$ cat src/rtl/clint_timer.sv
// Core-local interruptor: machine timer, timer comparator and software-interrupt bit
// behind a single-outstanding valid/ready bus slave with 1-cycle response latency.
module clint_timer #(
  parameter logic [63:0] BASE_ADDR = 64'h0000_0000_0200_0000,
  parameter int unsigned TICK_DIV  = 1
) (
  input  logic        clk,
  input  logic        rst_n,
  input  logic        halt,
  input  logic        req_valid,
  output logic        req_ready,
  input  logic        req_we,
  input  logic [63:0] req_addr,
  input  logic [63:0] req_wdata,
  input  logic [7:0]  req_wstrb,
  output logic        resp_valid,
  input  logic        resp_ready,
  output logic [63:0] resp_rdata,
  output logic        resp_err,
  output logic        timer_irq,
  output logic        soft_irq
);

  localparam int unsigned   PW        = (TICK_DIV > 1) ? $clog2(TICK_DIV) : 1;
  localparam logic [PW-1:0] PRESC_MAX = PW'(TICK_DIV - 1);

  localparam logic [12:0] OFF_MSIP     = 13'h0000;
  localparam logic [12:0] OFF_MTIMECMP = 13'h0800;
  localparam logic [12:0] OFF_MTIME    = 13'h17FF;

  typedef enum logic {
    ST_IDLE = 1'b0,
    ST_RESP = 1'b1
  } state_t;

  state_t        r_state;
  state_t        w_state_nxt;
  logic          w_accept;

  logic [PW-1:0] r_presc;
  logic [PW-1:0] w_presc_nxt;
  logic          w_tick;

  logic [63:0]   r_mtime;
  logic [63:0]   r_mtimecmp;
  logic          r_msip;
  logic [63:0]   w_mtime_inc;
  logic [63:0]   w_mtime_nxt;
  logic [63:0]   w_mtimecmp_nxt;
  logic          w_msip_nxt;

  logic          w_in_window;
  logic [12:0]   w_off;
  logic          w_sel_msip;
  logic          w_sel_mtimecmp;
  logic          w_sel_mtime;
  logic          w_err;
  logic          w_wr;
  logic [63:0]   w_rdata;
  logic          w_unused;

  logic          r_resp_valid;
  logic [63:0]   r_resp_rdata;
  logic          r_resp_err;

  // Replace the byte lanes selected by strb with the new value.
  function automatic logic [63:0] merge_bytes(input logic [63:0] old_v,
                                              input logic [63:0] new_v,
                                              input logic [7:0]  strb);
    logic [63:0] res;
    res = old_v;
    for (int i = 0; i < 8; i++) begin
      if (strb[i]) begin
        res[i*8 +: 8] = new_v[i*8 +: 8];
      end else begin
        res[i*8 +: 8] = old_v[i*8 +: 8];
      end
    end
    return res;
  endfunction

  assign w_unused       = ^req_addr[2:0];
  assign w_in_window    = (req_addr[63:16] == BASE_ADDR[63:16]);
  assign w_off          = req_addr[15:3];
  assign w_sel_msip     = w_in_window && (w_off == OFF_MSIP);
  assign w_sel_mtimecmp = w_in_window && (w_off == OFF_MTIMECMP);
  assign w_sel_mtime    = w_in_window && (w_off == OFF_MTIME);
  assign w_err          = !(w_sel_msip || w_sel_mtimecmp || w_sel_mtime);
  assign w_wr           = w_accept && req_we && !w_err;

  assign w_tick         = !halt && (r_presc == PRESC_MAX);
  assign w_mtime_inc    = r_mtime + {63'd0, w_tick};

  // Prescaler next value: frozen under halt, wraps on a tick.
  always_comb begin
    w_presc_nxt = r_presc;
    if (halt) begin
      w_presc_nxt = r_presc;
    end else if (w_tick) begin
      w_presc_nxt = '0;
    end else begin
      w_presc_nxt = r_presc + {{(PW-1){1'b0}}, 1'b1};
    end
  end

  // Register next values; written lanes override the incremented mtime.
  always_comb begin
    w_mtime_nxt    = w_mtime_inc;
    w_mtimecmp_nxt = r_mtimecmp;
    w_msip_nxt     = r_msip;
    if (w_wr && w_sel_mtime) begin
      w_mtime_nxt = merge_bytes(w_mtime_inc, req_wdata, req_wstrb);
    end else begin
      w_mtime_nxt = w_mtime_inc;
    end
    if (w_wr && w_sel_mtimecmp) begin
      w_mtimecmp_nxt = merge_bytes(r_mtimecmp, req_wdata, req_wstrb);
    end else begin
      w_mtimecmp_nxt = r_mtimecmp;
    end
    if (w_wr && w_sel_msip && req_wstrb[0]) begin
      w_msip_nxt = req_wdata[0];
    end else begin
      w_msip_nxt = r_msip;
    end
  end

  // Read data from pre-update register values; writes and errors return zero.
  always_comb begin
    w_rdata = 64'd0;
    if (req_we || w_err) begin
      w_rdata = 64'd0;
    end else if (w_sel_msip) begin
      w_rdata = {63'd0, r_msip};
    end else if (w_sel_mtimecmp) begin
      w_rdata = r_mtimecmp;
    end else begin
      w_rdata = r_mtime;
    end
  end

  // Next-state logic and request accept.
  always_comb begin
    w_state_nxt = r_state;
    w_accept    = 1'b0;
    case (r_state)
      ST_IDLE: begin
        if (req_valid) begin
          w_accept    = 1'b1;
          w_state_nxt = ST_RESP;
        end else begin
          w_state_nxt = ST_IDLE;
        end
      end
      ST_RESP: begin
        if (resp_ready) begin
          w_state_nxt = ST_IDLE;
        end else begin
          w_state_nxt = ST_RESP;
        end
      end
      default: w_state_nxt = ST_IDLE;
    endcase
  end

  // State, timer and register storage.
  always_ff @(posedge clk) begin
    if (!rst_n) begin
      r_state    <= ST_IDLE;
      r_presc    <= '0;
      r_mtime    <= 64'd0;
      r_mtimecmp <= 64'hFFFF_FFFF_FFFF_FFFF;
      r_msip     <= 1'b0;
    end else begin
      r_state    <= w_state_nxt;
      r_presc    <= w_presc_nxt;
      r_mtime    <= w_mtime_nxt;
      r_mtimecmp <= w_mtimecmp_nxt;
      r_msip     <= w_msip_nxt;
    end
  end

  // Response channel: captured on accept, held until the handshake.
  always_ff @(posedge clk) begin
    if (!rst_n) begin
      r_resp_valid <= 1'b0;
      r_resp_rdata <= 64'd0;
      r_resp_err   <= 1'b0;
    end else if (w_accept) begin
      r_resp_valid <= 1'b1;
      r_resp_rdata <= w_rdata;
      r_resp_err   <= w_err;
    end else if ((r_state == ST_RESP) && resp_ready) begin
      r_resp_valid <= 1'b0;
      r_resp_rdata <= 64'd0;
      r_resp_err   <= 1'b0;
    end else begin
      r_resp_valid <= r_resp_valid;
      r_resp_rdata <= r_resp_rdata;
      r_resp_err   <= r_resp_err;
    end
  end

  assign req_ready  = (r_state == ST_IDLE);
  assign resp_valid = r_resp_valid;
  assign resp_rdata = r_resp_rdata;
  assign resp_err   = r_resp_err;
  assign timer_irq  = (r_mtime >= r_mtimecmp);
  assign soft_irq   = r_msip;

endmodule

$ cat config.mk
export PLATFORM = sky130hd
export DESIGN_NAME = clint_timer
export DESIGN_NICKNAME = d
export VERILOG_FILES = /design/src/rtl/clint_timer.sv
export SDC_FILE = /design/constraint.sdc
export NUM_CORES = 1
export LEC_CHECK = 0
export ABC_AREA = 0
export CORE_UTILIZATION = 54
export CTS_BUF_LIST = sky130_fd_sc_hd__clkbuf_8
export CTS_CLUSTER_DIAMETER = 200
export DETAILED_ROUTE_END_ITERATION = 12
export MAX_ROUTING_LAYER = met4
export PLACE_DENSITY = 0.9
export SETUP_SLACK_MARGIN = 0.2
export SLEW_MARGIN = 20
export SYNTH_ARGS = -nofsm -noshare
export SYNTH_HDL_FRONTEND = slang
export SYNTH_SLANG_ARGS = --single-unit
export TNS_END_PERCENT = 100
$ cat constraint.sdc
create_clock -name clk -period 3.35 [get_ports clk]
set_input_delay 0.67 -clock clk [delete_from_list [all_inputs] [get_ports clk]]
set_output_delay 0.67 -clock clk [all_outputs]
set_load 0.005 [all_outputs]
==> results of run 1 <==
power by group through the flow:
| stage | clock (mW) | sequential (mW) | combinational (mW) |
|---|---|---|---|
| after detailed placement | 0 | 2.40 | 0.313 |
| after floorplan | 0 | 2.40 | 0.0834 |
| after global placement | 0 | 2.40 | 0.306 |
| final | 1.50 | 2.35 | 0.318 |
| after global routing | 1.60 | 2.35 | 0.337 |
| after CTS | 1.50 | 2.35 | 0.316 |
layer usage:
layer	wire length [um]	up-vias	part of all wire	track usage
met5	0	-	0	-
met4	919	0	0.029	0.134
met3	2240	72	0.070	0.0461
met2	15500	509	0.49	0.541
met1	13200	4990	0.41	0.399
li1	-	5074	-	-
per-stage QoR:
| stage | util | cells | setup TNS [ns] |
|---|---|---|---|
| final | 0.736 | 1798 | 0 |
| after global placement | 0.707 | 1763 | 0 |
| after CTS | 0.732 | 1796 | 0 |
| after floorplan | - | 1292 | 0 |
| after detailed placement | 0.707 | 1763 | -0.00265 |
| after global routing | 0.736 | 1798 | 0 |
critical path, stage by stage (launching register included):
cell       delay [ns]
dfxtp_2          0.36
inv_2            0.05
ha_4             0.26
nand4_1          0.16
nor3b_2          0.24
o31ai_2          0.13
a2111oi_2        0.36
buf_4            0.17
nor2_2           0.04
o21ai_2          0.13
buf_2            0.13
timing repair:
action | in CTS | in global routing
setup endpoints to repair | 1 | 1
setup buffers | 1 | 2
pin swaps | 8 | 10
gates resized for setup | 29 | 15
synth_stat cells (3+ instances only):
cell	number
dfxtp_1	197
nand2_1	179
inv_1	81
o21ai_1	68
ha_1	66
a21oi_1	65
a31oi_1	62
o211ai_1	59
nor2b_1	58
o21ai_0	57
clkbuf_1	52
nor2_1	43
nand3_1	42
nand4_1	36
xnor2_1	36
xor2_1	24
nor4_1	22
o211a_1	14
buf_2	12
and3_1	11
nor4_2	11
mux2i_1	10
nor3_1	10
buf_6	8
a211oi_1	7
o21a_1	6
nor3_2	5
nor4_4	4
or4_1	4
a2111oi_0	3
buf_4	3
nand4_2	3
o2111ai_1	3
o31ai_1	3
or3_1	3
layout make-up:
type	instances	area, sq um	share of cell area
Multi-Input combinational cell	939	6160	0.440
Inverter	81	304	0.0217
Tap cell	260	325	0.0232
Clock buffer	18	248	0.0177
Sequential cell	197	3960	0.283
Clock inverter	14	126	0.00903
Timing Repair Buffer	289	2880	0.205
final timing paths:
path	cells after the start	slack [ns]	endpoint
hold reg to reg	2	0.45	resp_rdata[29]$_SDFFE_PN0P_
setup / recovery	10	0.18	timer_irq
setup reg to reg	7	0.77	r_mtime[59]$_SDFF_PN0_
hold / removal	2	0.45	resp_rdata[29]$_SDFFE_PN0P_
cell families (layout without fill, tap and decap cells):
family	after synthesis	after routing	synth area share
compound gates	352	352	0.201
mux	11	11	0.0105
flops	197	197	0.371
simple gates	450	450	0.227
xor+xnor	60	60	0.0495
buf+inv	156	402	0.0633
fa+ha+maj	66	66	0.0777
sequential cells by signal, summed over array words and instances, names as in the netlist:
signal,cells
r_presc,1
r_state,1
resp_valid,1
r_mtime,64
resp_rdata,64
soft_irq,1
r_mtimecmp,64
resp_err,1
==> metrics.md, run 1 <==
| Metric | Value |
|---|---|
| Hold Crit Class | `reg2reg` |
| Yosys top cell area share | `0.371` |
| Crit end category | `output pin` |
| Async SR Flop Fraction | `0` |
| Via/cell ratio | `5.92` |
| Remaining antenna violation count after routing | `0` |
| Sink Count | `roughly 200` |
| Num ports | `211` |
| Mapped Nets | `1500` |
| Placer Congestion | `approximately 0.95` |
| Placed cell area | `13500 sq um` |
| Clock Pin Slew Worst Setup and Hold Paths | `0.10 ns` |
| Commonest non-fill, non-tap cell in the layout | `clkdlybuf4s50_1` |
| CTS Buf Count | `17` |
| Worst hold slack | `0.451 ns` |
| Final Cell Area | `14000 sq um` |
| Worst Max-Slew Pin Slew | `approximately 0.84 ns` |
| Synthesized area per cell | `about 8 sq um` |
| Fillcell total | `1342` |
| Worst slew margin | `0.438` |
| Largest net degree at the start of global routing | `a little over 80` |
| Cell row count | `50` |
| Worst reg2reg startpoint | `r_mtime[14]$_SDFF_PN0_` |
| Starting Density | `0.558` |
| Sw Ratio | `0.249` |
| CTS Hold Buffers Added | `0` |
| Die Wd | `142 um` |
| Worst EP required | `between 2 and 3 ns` |
| Clock Path Buffers | `2` |
| Vias in the first global route | `approximately 10000` |
| Int Power | `3.13 mW` |
| Setup Crit Path Kind | `reg2out` |
| 1st-iter DRT viols | `between 900 and 1000` |
| N_diodes | `0` |
| Number of port buffers | `207` |
| Area added between synthesis and finish | `31.8%` |
| Via count | `10600` |
| RSZ-0062 raised after global routing | `yes` |
| Slew Viols, Final | `0` |
| Hpwl dp | `23200 um` |
| GRT Util Overall | `0.327` |
| Worst skew pair latency | `~0.49 ns` |
| Synth warn | `0` |
| Wire length per cell | `17.7 um` |
| Fin nets | `between 1500 and 2000` |
| Ranking of synthesized cells by area | `dfxtp_1, ha_1, nand2_1` |
| Area leader, netlist | `dfxtp_1` |
| Cell area after synthesis | `about 11000 sq um` |
| Core Footprint | `around 19000 sq um` |
| Die H | `142 um` |
| First-pass DRT Iterations | `7` |
| H-Tree Depth | `4` |
| Max_cap viols | `0` |
| Die ar. | `20200 sq um` |
| Mapped Cells | `~1300` |
| Clock power frac | `0.360` |
| Combinational Power Share | `0.076` |
| Critical-path maximum fanout | `2` |
| Most frequent cells in the layout | `clkdlybuf4s50_1, dfxtp_1, nand2_1` |
| Top_reg_cell synth | `dfxtp_1` |
| F_max | `315 MHz` |
| Remaining Overflow, GRT | `0` |
| Worst EP arrival | `2.50 ns` |
| Setup ws final | `0.176 ns` |
| Seq cells post-synth | `197` |
| Final period utilization | `0.948` |
| Critical path startpoint category | `register` |
| Worst Hold Launch | `resp_rdata[29]$_SDFFE_PN0P_` |
| P_sw | `1.04 mW` |
| Place WS | `-0.00265 ns` |
| Distinct cells, synth | `53` |
| Antenna violations before repair | `0` |
| Leak | `5.82 nW` |
| CP startpoint | `r_mtimecmp[7]$_SDFFE_PN1P_` |
| VDD IR max | `approximately 0.00025 V` |
| Count of flip-flops with a built-in enable after synthesis | `0` |
| Status | `completed` |
| Final setup fails | `0` |
| Min Tclk post-route | `3.17 ns` |
| Pwr Density | `between 200 and 300 nW/um^2` |
| Endpoints failing hold | `0` |
| Sequential share of power | `0.563` |
| CTS tree | `built` |
| Power after layout | `4.17 mW` |
| Clk_skew | `0.0125 ns` |
| Ratio of cells with drive above 1 in the final layout | `0.116` |
| First-pass GRT wire length | `50900 um` |
| Clk Tree Root Cell | `clkbuf_8` |
| Sequential cell area fraction in the yosys report | `0.371` |
| DRC errors left | `0` |
| Routed WL | `31800 um` |
No activity file was read; power rests on OpenSTA's default activity.
==> inputs of run 2 (changes only) <==
--- a/config.mk
+++ b/config.mk
@@ -5,7 +5,6 @@
 export SDC_FILE = /design/constraint.sdc
 export NUM_CORES = 1
 export LEC_CHECK = 0
-export ABC_AREA = 0
 export CORE_UTILIZATION = 54
 export CTS_BUF_LIST = sky130_fd_sc_hd__clkbuf_8
 export CTS_CLUSTER_DIAMETER = 200
==> results of run 2 <==
Final layout, timing and power as in run 1 (identical DEF).
==> inputs of run 3 (changes only) <==
--- a/config.mk
+++ b/config.mk
@@ -12,7 +12,6 @@
 export MAX_ROUTING_LAYER = met4
 export PLACE_DENSITY = 0.9
 export SETUP_SLACK_MARGIN = 0.2
-export SLEW_MARGIN = 20
 export SYNTH_ARGS = -nofsm -noshare
 export SYNTH_HDL_FRONTEND = slang
 export SYNTH_SLANG_ARGS = --single-unit
==> results of run 3 <==
Final layout, timing and power as in run 1 (identical DEF).
